File: src/rtl/mul_pkg.sv
// -----------------------------------------------------------------------------
// Package: mul_pkg
// Purpose: Shared definitions for the multiplier datapath and the product
//          accumulator that follows it.
//          - state_t        : accumulator FSM states (ACCUM / HOLD)
//          - PROD_W         : width of the unsigned multiplier product
//          - DEF_ACC_W      : default accumulator/result width
//          - DEF_MAX_TERMS  : default hard frame length limit
//          - DEF_CNT_W      : default term counter width
// -----------------------------------------------------------------------------
package mul_pkg;

   typedef enum logic [0:0] {
      ACCUM = 1'b0,
      HOLD  = 1'b1
   } state_t;

   localparam int PROD_W        = 16;
   localparam int DEF_ACC_W     = 24;
   localparam int DEF_MAX_TERMS = 16;
   localparam int DEF_CNT_W     = 5;

endpackage

File: src/rtl/mul_product_accumulator.sv
// -----------------------------------------------------------------------------
// Module: mul_product_accumulator
// Purpose: Sums the 16-bit product stream of the 8x8 multiplier into one frame
//          total. A frame closes on in_last or when MAX_TERMS products have
//          been summed; the total, term count and overflow flag are then held
//          on a valid/ready result port until downstream takes them.
// Ports:
//   clk        in   1       rising-edge clock
//   rst        in   1       synchronous active-high reset
//   in_valid   in   1       product / in_last valid
//   in_ready   out  1       a product can be accepted this cycle
//   product    in   PROD_W  unsigned product
//   in_last    in   1       product is the final term of the frame
//   out_valid  out  1       frame result valid
//   out_ready  in   1       downstream accepts the result
//   acc_out    out  ACC_W   frame sum modulo 2**ACC_W
//   term_cnt   out  CNT_W   number of products in the frame
//   overflow   out  1       some addition in the frame carried out of ACC_W
// -----------------------------------------------------------------------------
module mul_product_accumulator
   import mul_pkg::*;
#(
   parameter int ACC_W     = DEF_ACC_W,
   parameter int MAX_TERMS = DEF_MAX_TERMS,
   parameter int CNT_W     = DEF_CNT_W
)
(
   input  logic              clk,
   input  logic              rst,
   input  logic              in_valid,
   output logic              in_ready,
   input  logic [PROD_W-1:0] product,
   input  logic              in_last,
   output logic              out_valid,
   input  logic              out_ready,
   output logic [ACC_W-1:0]  acc_out,
   output logic [CNT_W-1:0]  term_cnt,
   output logic              overflow
);

   // Parameter sanity: the result must hold one full product and the counter
   // must be able to represent MAX_TERMS.
   if (ACC_W < PROD_W) begin : g_chk_acc_w
      $error("mul_product_accumulator: ACC_W must be >= PROD_W");
   end
   if (MAX_TERMS < 1) begin : g_chk_max_terms
      $error("mul_product_accumulator: MAX_TERMS must be >= 1");
   end
   if ((2 ** CNT_W) <= MAX_TERMS) begin : g_chk_cnt_w
      $error("mul_product_accumulator: 2**CNT_W must exceed MAX_TERMS");
   end

   state_t             r_state;
   state_t             w_next_state;
   logic [ACC_W-1:0]   r_acc;
   logic [CNT_W-1:0]   r_cnt;
   logic               r_ovf;
   logic [ACC_W-1:0]   r_acc_out;
   logic [CNT_W-1:0]   r_term_cnt;
   logic               r_overflow;

   logic               w_in_ready;
   logic               w_out_valid;
   logic               w_accept;
   logic               w_emit;
   logic [ACC_W-1:0]   w_base_acc;
   logic [CNT_W-1:0]   w_base_cnt;
   logic               w_base_ovf;
   logic [ACC_W:0]     w_sum;
   logic [CNT_W-1:0]   w_cnt_inc;
   logic               w_ovf_inc;
   logic               w_close;

   assign w_accept = in_valid & w_in_ready;
   assign w_emit   = w_out_valid & out_ready;

   // Operand selection: a product accepted in HOLD is always accompanied by an
   // emit, so it starts a fresh frame from zero instead of the held total.
   always_comb begin
      if (r_state == HOLD) begin
         w_base_acc = {ACC_W{1'b0}};
         w_base_cnt = {CNT_W{1'b0}};
         w_base_ovf = 1'b0;
      end else begin
         w_base_acc = r_acc;
         w_base_cnt = r_cnt;
         w_base_ovf = r_ovf;
      end
   end

   // Single ACC_W+1 adder, counter increment and frame-close detection.
   always_comb begin
      w_sum     = {1'b0, w_base_acc} + {{(ACC_W + 1 - PROD_W){1'b0}}, product};
      w_cnt_inc = w_base_cnt + CNT_W'(1'b1);
      w_ovf_inc = w_base_ovf | w_sum[ACC_W];
      w_close   = w_accept & (in_last | (w_cnt_inc == CNT_W'(MAX_TERMS)));
   end

   // FSM state register.
   always_ff @(posedge clk) begin
      if (rst) begin
         r_state <= ACCUM;
      end else begin
         r_state <= w_next_state;
      end
   end

   // FSM next-state logic.
   always_comb begin
      w_next_state = r_state;
      case (r_state)
         ACCUM: begin
            if (w_close) begin
               w_next_state = HOLD;
            end else begin
               w_next_state = ACCUM;
            end
         end
         HOLD: begin
            if (w_close) begin
               w_next_state = HOLD;
            end else if (w_emit) begin
               w_next_state = ACCUM;
            end else begin
               w_next_state = HOLD;
            end
         end
         default: begin
            w_next_state = ACCUM;
         end
      endcase
   end

   // FSM outputs; in_ready follows out_ready only while a result is held.
   always_comb begin
      w_in_ready  = 1'b0;
      w_out_valid = 1'b0;
      case (r_state)
         ACCUM: begin
            w_in_ready  = 1'b1;
            w_out_valid = 1'b0;
         end
         HOLD: begin
            w_in_ready  = out_ready;
            w_out_valid = 1'b1;
         end
         default: begin
            w_in_ready  = 1'b0;
            w_out_valid = 1'b0;
         end
      endcase
   end

   // Running frame state and result register set.
   always_ff @(posedge clk) begin
      if (rst) begin
         r_acc      <= {ACC_W{1'b0}};
         r_cnt      <= {CNT_W{1'b0}};
         r_ovf      <= 1'b0;
         r_acc_out  <= {ACC_W{1'b0}};
         r_term_cnt <= {CNT_W{1'b0}};
         r_overflow <= 1'b0;
      end else if (w_accept) begin
         r_acc <= w_sum[ACC_W-1:0];
         r_cnt <= w_cnt_inc;
         r_ovf <= w_ovf_inc;
         if (w_close) begin
            r_acc_out  <= w_sum[ACC_W-1:0];
            r_term_cnt <= w_cnt_inc;
            r_overflow <= w_ovf_inc;
         end else begin
            r_acc_out  <= r_acc_out;
            r_term_cnt <= r_term_cnt;
            r_overflow <= r_overflow;
         end
      end else if (w_emit) begin
         r_acc <= {ACC_W{1'b0}};
         r_cnt <= {CNT_W{1'b0}};
         r_ovf <= 1'b0;
      end else begin
         r_acc <= r_acc;
         r_cnt <= r_cnt;
         r_ovf <= r_ovf;
      end
   end

   assign in_ready  = w_in_ready;
   assign out_valid = w_out_valid;
   assign acc_out   = r_acc_out;
   assign term_cnt  = r_term_cnt;
   assign overflow  = r_overflow;

endmodule

File: config.mk
export PLATFORM = sky130hd
export DESIGN_NAME = mul_product_accumulator
export DESIGN_NICKNAME = d
export VERILOG_FILES = /design/src/rtl/mul_pkg.sv /design/src/rtl/mul_product_accumulator.sv
export SDC_FILE = /design/constraint.sdc
export NUM_CORES = 1
export LEC_CHECK = 0
export BUFFER_PORTS_ARGS = -buffer_cell sky130_fd_sc_hd__clkbuf_2
export CELL_PAD_IN_SITES_DETAIL_PLACEMENT = 0
export CELL_PAD_IN_SITES_GLOBAL_PLACEMENT = 1
export CORE_UTILIZATION = 35
export CTS_BUF_LIST = sky130_fd_sc_hd__clkbuf_16
export CTS_CLUSTER_SIZE = 40
export DETAILED_ROUTE_END_ITERATION = 10
export PLACE_DENSITY_LB_ADDON = 0.15
export RECOVER_POWER = 100
export SETUP_SLACK_MARGIN = 0.15
export SLEW_MARGIN = 20
export SYNTH_ARGS = -nofsm -noshare
export SYNTH_HDL_FRONTEND = slang
export SYNTH_SLANG_ARGS = --single-unit
File: constraint.sdc
create_clock -name clk -period 3.3 [get_ports clk]
set_input_delay 0.66 -clock clk [delete_from_list [all_inputs] [get_ports clk]]
set_output_delay 0.66 -clock clk [all_outputs]
set_load 0.01 [all_outputs]
==> results of run 1 <==
## through the flow
step | area (um^2) | utilization (%)
global placement | 4118 | 39.89
global route | 4323 | 41.87
finish | 4323 | 41.87
CTS | 4364 | 42.27
floorplan | 3715 | -
detailed placement | 4118 | 39.89
## layout by cell type (no fill, tap or decap), types with 10 or more instances in the layout
| cell | n |
|---|---|
| dfxtp_1 | 61 |
| nand2_1 | 48 |
| nor2_1 | 47 |
| a21oi_1 | 36 |
| clkbuf_1 | 34 |
| nor2b_1 | 28 |
| nand3_1 | 23 |
| clkbuf_2 | 23 |
| ha_1 | 18 |
| a22oi_1 | 12 |
| nand4_1 | 10 |
## kinds of logic (layout without fill, tap and decap cells)
kind of cell,after synthesis,after routing,share of synthesized area (%)
AO/OA/AOI/OAI,133,133,26.88
XOR/XNOR,13,13,3.065
AND/OR/NAND/NOR,194,194,25.70
multiplexers,3,3,0.8084
adder cells (fa/ha/maj),19,19,6.602
flip-flops,61,61,32.87
buffers and inverters,34,89,4.076
## layout make-up
| cell class | count | share of cell area, % |
|---|---|---|
| inverter | 9 | 0.7815 |
| clock inverter | 5 | 0.4920 |
| tap | 136 | 3.936 |
| timing repair buffer | 66 | 7.178 |
| sequential | 61 | 28.25 |
| multi-input combinational | 362 | 54.15 |
| clock buffer | 9 | 5.210 |
## metal layers
| metal | part of all wire, % | routed length [um] | up-vias | track usage, % |
|---|---|---|---|---|
| met1 | 48 | 5073 | 1710 | 27.36 |
| met4 | 1.6 | 172 | 0 | 10.97 |
| met2 | 46 | 4903 | 64 | 32.17 |
| met5 | 0 | 0 | - | 0 |
| li1 | - | - | 1794 | - |
| met3 | 3.9 | 412 | 15 | 3.244 |
## registers in the layout, summed over array words and instances, names as in the netlist
name / flops
r_cnt: 5
r_ovf: 1
r_state: 1
overflow: 1
r_acc: 24
acc_out: 24
term_cnt: 5
## Yosys cell counts (4+ instances only)
| master | n | share of area [%] |
|---|---|---|
| a211oi_1 | 5 | 1.0 |
| a21o_1 | 7 | 1.4 |
| a21oi_1 | 36 | 4.9 |
| a22oi_1 | 12 | 2.4 |
| a311o_1 | 4 | 1.1 |
| a31oi_1 | 4 | 0.67 |
| a32oi_1 | 6 | 1.4 |
| and2_1 | 8 | 1.3 |
| and3_1 | 7 | 1.2 |
| buf_2 | 4 | 0.54 |
| buf_4 | 5 | 1.0 |
| clkbuf_1 | 15 | 1.5 |
| dfxtp_1 | 61 | 33 |
| ha_1 | 18 | 6.1 |
| inv_1 | 7 | 0.71 |
| nand2_1 | 48 | 4.9 |
| nand2b_1 | 4 | 0.67 |
| nand3_1 | 23 | 3.1 |
| nand4_1 | 10 | 1.7 |
| nor2_1 | 47 | 4.7 |
| nor2b_1 | 28 | 4.7 |
| nor3_1 | 6 | 0.81 |
| nor4_1 | 4 | 0.67 |
| o211ai_1 | 8 | 1.6 |
| o21ai_0 | 8 | 1.1 |
| xnor2_1 | 9 | 2.1 |
| xor2_1 | 4 | 0.94 |
## final timing paths
kind | endpoint | cells after the start
setup reg to reg | acc_out[20] | 10
hold reg to reg | r_acc[11] | 2
hold / removal | r_acc[11] | 2
setup / recovery | acc_out[20] | 10
## repair_timing
action	4_1_cts	5_1_grt
setup buffers	0	2
gates resized for setup	0	2
endpoints found under the setup margin	0	3
## worst reg2reg max path: cells and delay by family, from the launching register on
kind | cells | cell delay [ps]
simple gates | 3 | 290
flops | 1 | 470
buf+inv | 2 | 560
fa+ha+maj | 1 | 370
compound gates | 4 | 1220
## power by group through the flow
stage / sequential, uW / combinational [uW] / clock [uW]
after floorplan: 824 / 330 / 0
after global placement: 818 / 464 / 0
after detailed placement: 819 / 465 / 0
after CTS: 804 / 468 / 829
after global routing: 808 / 521 / 856
final: 804 / 461 / 800
==> metrics.txt, run 1 <==
status=finished, final reports clean; HP Class=flop to flop; Startpoint Class=flop; routed vias=3583; DIE AREA=11030 um^2; CTS tree=done; fin nets=549; CTS root buf=clkbuf_16; Filler Cell Count=1119; Starting Density=35.98%; Fin. Hold Viols=0; Area Overhead vs Synth=16.37%; Switching Share=29.88%; Die Height=105.0 um; Pwr per Cell Area=477.8 nW/um^2; Leakage Power=0.001720 uW; Post-Syn Instances=457; Post-synth ARST share=0%; Critical Path Start=r_state; FP Rows=37; Worst path top cell family by delay=compound AO/OA/AOI/OAI gates; Antenna Nets Post-Route=0; hold_sp=r_acc[11]; clock insertion delay at the later pin of the skew report=320 ps; core area=10320 um^2; max incr delay on CP=470 ps; critical path class=flop to flop; sequence of cells on the critical path=buf_4 > nor2b_1 > ha_1 > a21oi_1 > nand2_1 > o31ai_4 > a31oi_4 > clkbuf_1 > a2111o_1 > nand3_1; crit path max-delay cell type=dfxtp_1; r2r startpoint=r_state; crit path DAT=3220 ps; Syn. warnings=0; dpl cells=632; DR iter-0 viols=148; global-route wire length before repair=17880 um; Num CTS Buffers=9; Post-Syn Area=3715 um^2; Routed WL=10560 um; dpl ws=195.2 ps; part of the power in the clock network=38.8%; multi-input logic area=2341 um^2; CP required=3560 ps; MaxCap Viol Count=0; GP Congestion=0.8420; Post-CTS Hold Fix Bufs=0; Max Fclk=0.3375 GHz; Yosys cell types=64; peak supply drop=233.6 uV; FF/Latch Area=1221 um^2; register area share after synthesis=32.87%; final-report setup violation count=0; H-tree depth=3; CTS sink count=61; largest net degree at the start of global routing=38; vias per cell=5.529; WP buf/inv=2; R2R Setup Slk=340 ps; vias in the first global route=3632; slew margin rel.=59.37%; first drt pass iteration count=4; dpl hpwl=7581 um; Comb power frac=22.3%; Switch Pwr=617.1 uW; final worst slack=337.5 ps; Reg power frac=38.9%; crit end category=flop; WL per Instance=16.30 um; layout cell share with drive strength beyond 1=10.16%; io pins=53; Internal Power=1448 uW; Max Buffers Root-to-Sink=2; RSZ-0062 raised after global routing=true; max-slew violation count=0; Post-Layout Cell Count=648; crit-path max FO=19; Mean Syn Cell Area=8.129 um^2; all-layer global routing usage=20.66%; final hold slack=451.7 ps; Top FF cell, synth=dfxtp_1; DRC Markers=0; period utilisation layout=89.77%; Mapped Nets=497; min Tclk post-route=2963 ps; n_diodes=0; Clock transition at path regs=50 ps; worst-margin pin slew=609.4 ps; Synth Register Bits=61; Power, Total=2065 uW; total congestion overflow=0; die width=105.0 um; PortBufs=52; EDFF count, synth=0; clock skew=4.677 ps; initial antenna violation count=0; Setup TNS Final=0 ps
No activity file was read; power rests on OpenSTA's default activity.
==> inputs of run 2 (changes only) <==
==> constraint.sdc (replaced) <==
create_clock -name clk -period 3 [get_ports clk]
set_input_delay 0.6 -clock clk [delete_from_list [all_inputs] [get_ports clk]]
set_output_delay 0.6 -clock clk [all_outputs]
set_load 0.01 [all_outputs]
==> run 2 against run 1 <==
  * Final cell count up 1.4%
  * Critical path depth down 1
  * Die area unchanged
  * Count of clock-buffer cells in the layout unchanged
  * Sequential power up 10%
  * Sequential share of layout area down 0.62 points
  * Combinational power up 12%
  * Global-route usage down 0.18 points
  * Critical endpoint is now r_acc[23]
==> metrics.txt, run 2 (synthesis gave the netlist of run 1 again) <==
status=finished, final reports clean; clock skew=4.910 ps (+0.2332 ps); Switch Pwr=728.4 uW (+18%); io pins=53 (unchanged); total congestion overflow=0 (unchanged); Reg power frac=36.6% (-2.3 points); global-route wire length before repair=17690 um (-1.1%); H-tree depth=3 (unchanged); FF/Latch Area=1225 um^2 (+0.31%); Die Height=105.0 um (unchanged); Num CTS Buffers=9 (unchanged); RSZ-0062 raised after global routing=true; vias per cell=5.467 (-1.1%); CTS sink count=61 (unchanged); CTS tree=done; HP Class=flop to flop; RR Endpoint=r_acc[23]; first drt pass iteration count=4 (unchanged); Switching Share=30.10% (+0.23 points); DR iter-0 viols=128 (-14%); Reg2Reg Depth=9 (-1); DRC Markers=0 (unchanged); n_diodes=0 (unchanged); period utilisation layout=90.64% (+0.87 points); initial antenna violation count=0 (unchanged); crit-path max FO=15 (-4); Clock transition at path regs=60 ps (about the same); Critical Path End=r_acc[23]; Post-CTS Resized=0 (unchanged); layout cell share with drive strength beyond 1=12.09% (+1.9 points); highest-count cells in the layout ignoring fill and taps=dfxtp_1 (60), nand2_1 (48), nor2_1 (47), a21oi_1 (37), clkbuf_1 (37); Antenna Nets Post-Route=0 (unchanged); Pwr per Cell Area=545.7 nW/um^2 (+14%); R2R Setup Slk=280 ps (-60 ps); part of the power in the clock network=42.0% (+3.2 points); worst-margin pin slew=655.0 ps (+45.60 ps); Max Fclk=0.3678 GHz (+8.9%); CP required=3230 ps (-330 ps); clock insertion delay at the later pin of the skew report=330 ps (about the same); Starting Density=35.98% (unchanged); largest net degree at the start of global routing=23 (-39%); Filler Cell Count=1082 (-3.3%); slew margin rel.=56.33% (-3.0 points); Routed WL=10810 um (+2.4%); CTS root buf=clkbuf_16; fin nets=556 (+1.3%); core area=10320 um^2 (unchanged); routed vias=3592 (+0.25%); min Tclk post-route=2719 ps (-243.3 ps); Fin. Hold Viols=0 (unchanged); vias in the first global route=3468 (-4.5%); GP Congestion=0.8413 (about the same); max-slew violation count=0 (unchanged); PortBufs=52 (unchanged); Startpoint Class=flop; WL per Instance=16.46 um (+0.99%); Post-CTS Hold Fix Bufs=0 (unchanged); peak supply drop=310.2 uV (+33%); MaxCap Viol Count=0 (unchanged); Area Overhead vs Synth=19.37%; FP Rows=37 (unchanged); crit end category=flop; Leakage Power=0.001761 uW (+2.4%); Internal Power=1691 uW (+17%); Layout Utilization=42.95% (+1.1 points); Max Buffers Root-to-Sink=2 (unchanged); final-report setup violation count=0 (unchanged); critical path class=flop to flop; die width=105.0 um (unchanged); Critical Path Start=r_state; Comb power frac=21.4% (-0.9 points); r2r startpoint=r_state; crit path DAT=2950 ps (-270 ps); Setup TNS Final=0 ps (unchanged); dpl hpwl=7701 um (+1.6%); DIE AREA=11030 um^2 (unchanged); multi-input logic area=2371 um^2 (+1.3%); Post-CTS Setup Bufs=0 (unchanged); most common cell after layout, fill and taps aside=dfxtp_1; all-layer global routing usage=20.47% (-0.18 points)
## run 2: cell types whose count changed in the layout (fill, tap and decap cells not counted), sizes merged
cell,delta
clkbuf,+3
buf,+4
clkinvlp,+1
bufinv,+1
## run 2: layout make-up
cell class,count,area share (%)
clock buffers,9,5.079
flip-flops and latches,61,27.62
multi-input cells,362,53.47
inverters,9,0.7619
clock inverters,7,1.298
repair buffers,73,7.929
well taps,136,3.837
## run 2: routing by layer
metal	part of all wire (%)	track usage [%]	up-vias
met5	0	0	-
met4	1.6	7.243	0
met3	4.7	3.057	15
met2	46	33.40	90
met1	47	27.37	1679
li1	-	-	1808
## run 2: power by group through the flow
stage / clock (uW) / sequential, uW / combinational, uW
global route: 1070 / 890 / 580
detailed placement: 0 / 903 / 519
finish: 1020 / 885 / 518
global placement: 0 / 902 / 518
CTS: 1040 / 886 / 523
floorplan: 0 / 907 / 364
## run 2: how the worst min path moves through the flow
stage / startpoint / to / slack, ps / depth (start not counted)
4_1_cts: r_acc[11] / r_acc[11] / 450 / 2
6_report: r_acc[11] / r_acc[11] / 450 / 2
5_1_grt: acc_out[0] / acc_out[0] / 480 / 2
2_1_floorplan: r_ovf / r_ovf / 430 / 2
3_5_place_dp: r_acc[11] / r_acc[11] / 440 / 2
3_3_place_gp: r_acc[11] / r_acc[11] / 440 / 2
## run 2: critical path, cell delays in order (launching register included)
cell and delay [ps]:
dfxtp_4 450, buf_4 220, nor2b_1 60, ha_1 440, a21oi_1 140, o21ai_1 250
a21oi_1 180, nor3_1 430, o211ai_1 140, a221oi_1 300
## run 2: through the flow
| step | setup WS, ps | total power (uW) | hold WS [ps] | cells | area, um^2 |
|---|---|---|---|---|---|
| after floorplan | 186.6 | 1271 | 425.4 | 457 | 3719 |
| after global placement | 190.8 | 1419 | 439.0 | 641 | 4199 |
| after detailed placement | 160.1 | 1422 | 443.7 | 641 | 4199 |
| after CTS | 191.7 | 2451 | 451.7 | 657 | 4482 |
| after global routing | 92.77 | 2544 | 475.4 | 657 | 4434 |
| final | 280.8 | 2420 | 447.2 | 657 | 4434 |
==> inputs of run 3 (changes only) <==
--- a/config.mk
+++ b/config.mk
@@ -13,7 +13,7 @@
 export CTS_CLUSTER_SIZE = 40
 export DETAILED_ROUTE_END_ITERATION = 10
 export PLACE_DENSITY_LB_ADDON = 0.15
-export RECOVER_POWER = 100
+export RECOVER_POWER = 50
 export SETUP_SLACK_MARGIN = 0.15
 export SLEW_MARGIN = 20
 export SYNTH_ARGS = -nofsm -noshare
==> run 3 against run 2 <==
  * Maximum frequency increased by 0.81%
  * Combinational power is 1% higher
  * Total power increased by 0.10%
  * Setup slack improved by 22 ps
  * Register-to-register slack improved by 20 ps
  * Global-route usage stayed put
  * Final area rose by 0.87%
  * Via count shrank 0.31%
  * Routed wire length is 0.27% lower
  * Final cell count unchanged
  * Critical path type unchanged
  * Largest cell class unchanged
  * Highest routed layer unchanged
==> metrics.txt, run 3 (synthesis gave the netlist of run 1 again) <==
DRC Markers=0 (unchanged); Switching Share=29.95% (-0.15 points); crit path max-delay cell type=dfxtp_4; dpl hpwl=7701 um (unchanged); DR iter-0 viols=121 (-5.5%); crit-path max FO=15 (unchanged); routed vias=3581 (-0.31%); final-report setup violation count=0 (unchanged); PortBufs=52 (unchanged); all-layer global routing usage=20.47% (unchanged); Post-CTS Resized=0 (unchanged); vias per cell=5.451 (-0.31%); dpl cells=641 (unchanged); GP Congestion=0.8413 (unchanged); clock insertion delay at the later pin of the skew report=320 ps (about the same); highest-count cells in the layout ignoring fill and taps=dfxtp_1 (60), nand2_1 (48), nor2_1 (47), a21oi_1 (36), clkbuf_1 (33); crit path DAT=2920 ps (-30 ps); Startpoint Class=flop; CP required=3230 ps (about the same); FP Rows=37 (unchanged); WP buf/inv=1 (unchanged); met1 WL=5126 um (+0.12%); max incr delay on CP=450 ps (about the same); Post-CTS Hold Fix Bufs=0 (unchanged); Antenna Nets Post-Route=0 (unchanged); Pwr per Cell Area=541.5 nW/um^2 (-0.77%); part of the power in the clock network=41.8% (-0.2 points); first drt pass iteration count=6 (+2); Num CTS Buffers=9 (unchanged); Worst path top cell family by delay=compound AO/OA/AOI/OAI gates; slew margin rel.=57.55% (+1.2 points); clock skew=6.250 ps (+1.340 ps); RSZ-0062 raised after global routing=true; Clock transition at path regs=60 ps (about the same); Switch Pwr=725.5 uW (-0.40%); Max Fclk=0.3707 GHz (+0.81%); status=finished, final reports clean; Die Height=105.0 um (unchanged); fin nets=556 (unchanged); Post-Layout Cell Count=657 (unchanged); HP Class=flop to flop; MaxCap Viol Count=0 (unchanged); crit end category=flop; Comb power frac=21.7% (+0.3 points); Area Overhead vs Synth=20.41%; Max Used Layer=met4; global-route wire length before repair=17690 um (unchanged); Layout Utilization=43.33% (+0.38 points); period utilisation layout=89.92% (-0.72 points); Max Buffers Root-to-Sink=2 (unchanged); Setup TNS Final=0 ps (unchanged); n_diodes=0 (unchanged); io pins=53 (unchanged); worst-margin pin slew=636.7 ps (-18.35 ps); sequence of cells on the critical path=buf_4 > nor2b_1 > ha_1 > a21oi_2 > o21ai_1 > a21oi_1 > nor3_1 > o211ai_1 > a221oi_1; WL met2=5108 um (+1.9%); Post-CTS Setup Bufs=0 (unchanged); peak supply drop=309.9 uV (-0.12%); DIE AREA=11030 um^2 (unchanged); Reg power frac=36.5% (about the same); WL per Instance=16.41 um (-0.27%); critical path class=flop to flop; max-slew violation count=0 (unchanged); most common cell after layout, fill and taps aside=dfxtp_1; Power, Total=2422 uW (+0.10%); largest net degree at the start of global routing=23 (unchanged); Filler Cell Count=1078 (-0.37%); core area=10320 um^2 (unchanged); CTS root buf=clkbuf_16; Routed WL=10780 um (-0.27%); die width=105.0 um (unchanged); CTS sink count=61 (unchanged); Fin. Hold Viols=0 (unchanged); layout cell share with drive strength beyond 1=13.44% (+1.3 points); Leakage Power=0.001778 uW (+0.98%); Starting Density=35.98% (unchanged); CTS tree=done; H-tree depth=3 (unchanged); initial antenna violation count=0 (unchanged); total congestion overflow=0 (unchanged); routed wl met3=512 um (unchanged); Internal Power=1697 uW (+0.32%); vias in the first global route=3468 (unchanged); min Tclk post-route=2697 ps (-21.73 ps)
[run 3: cell types whose count changed in the layout (fill, tap and decap cells not counted), sizes merged]
cell | previous run | this run
buf | 13 | 18
clkbuf | 69 | 64
[run 3: final cells by class]
cell class	instances	area, um^2	area share, %
repair buffers	73	381.6	8.531
clock buffers	9	225.2	5.035
well taps	136	170.2	3.804
multi-input cells	362	2380	53.20
inverters	9	33.78	0.7552
clock inverters	7	57.56	1.287
flip-flops and latches	61	1225	27.38
[run 3: path summary, 6_finish.rpt]
check | start | to | slack (ps) | depth (start not counted)
setup / recovery | r_state | r_acc[23] | 300 | 9
setup reg to reg | r_state | r_acc[23] | 300 | 9
hold reg to reg | r_acc[11] | r_acc[11] | 450 | 2
hold / removal | r_acc[11] | r_acc[11] | 450 | 2
[run 3: power by group through the flow]
| stage | Sequential, uW | Combinational (uW) | Clock [uW] |
|---|---|---|---|
| final | 885 | 525 | 1010 |
| after global routing | 890 | 587 | 1070 |
| after CTS | 886 | 523 | 1040 |
| after detailed placement | 903 | 519 | 0 |
| after global placement | 902 | 518 | 0 |
| after floorplan | 907 | 364 | 0 |
[run 3: routing by layer]
metal | GRT usage [%] | vias up
met5 | 0 | -
met4 | 7.243 | 0
met3 | 3.057 | 2
met2 | 33.40 | 76
met1 | 27.37 | 1693
li1 | - | 1810
[run 3: tightest hold or removal path: stages (launching register included)]
cell and delay (ps):
dfxtp_1 300, nand2_1 50, a21oi_1 50
[run 3: through the flow]
| step | hold slack [ps] | setup WS (ps) | area, um^2 |
|---|---|---|---|
| floorplan | 425.4 | 186.6 | 3719 |
| global placement | 439.0 | 190.8 | 4199 |
| detailed placement | 443.7 | 160.1 | 4199 |
| CTS | 451.7 | 191.7 | 4482 |
| global route | 475.4 | 142.7 | 4473 |
| finish | 447.9 | 302.5 | 4473 |
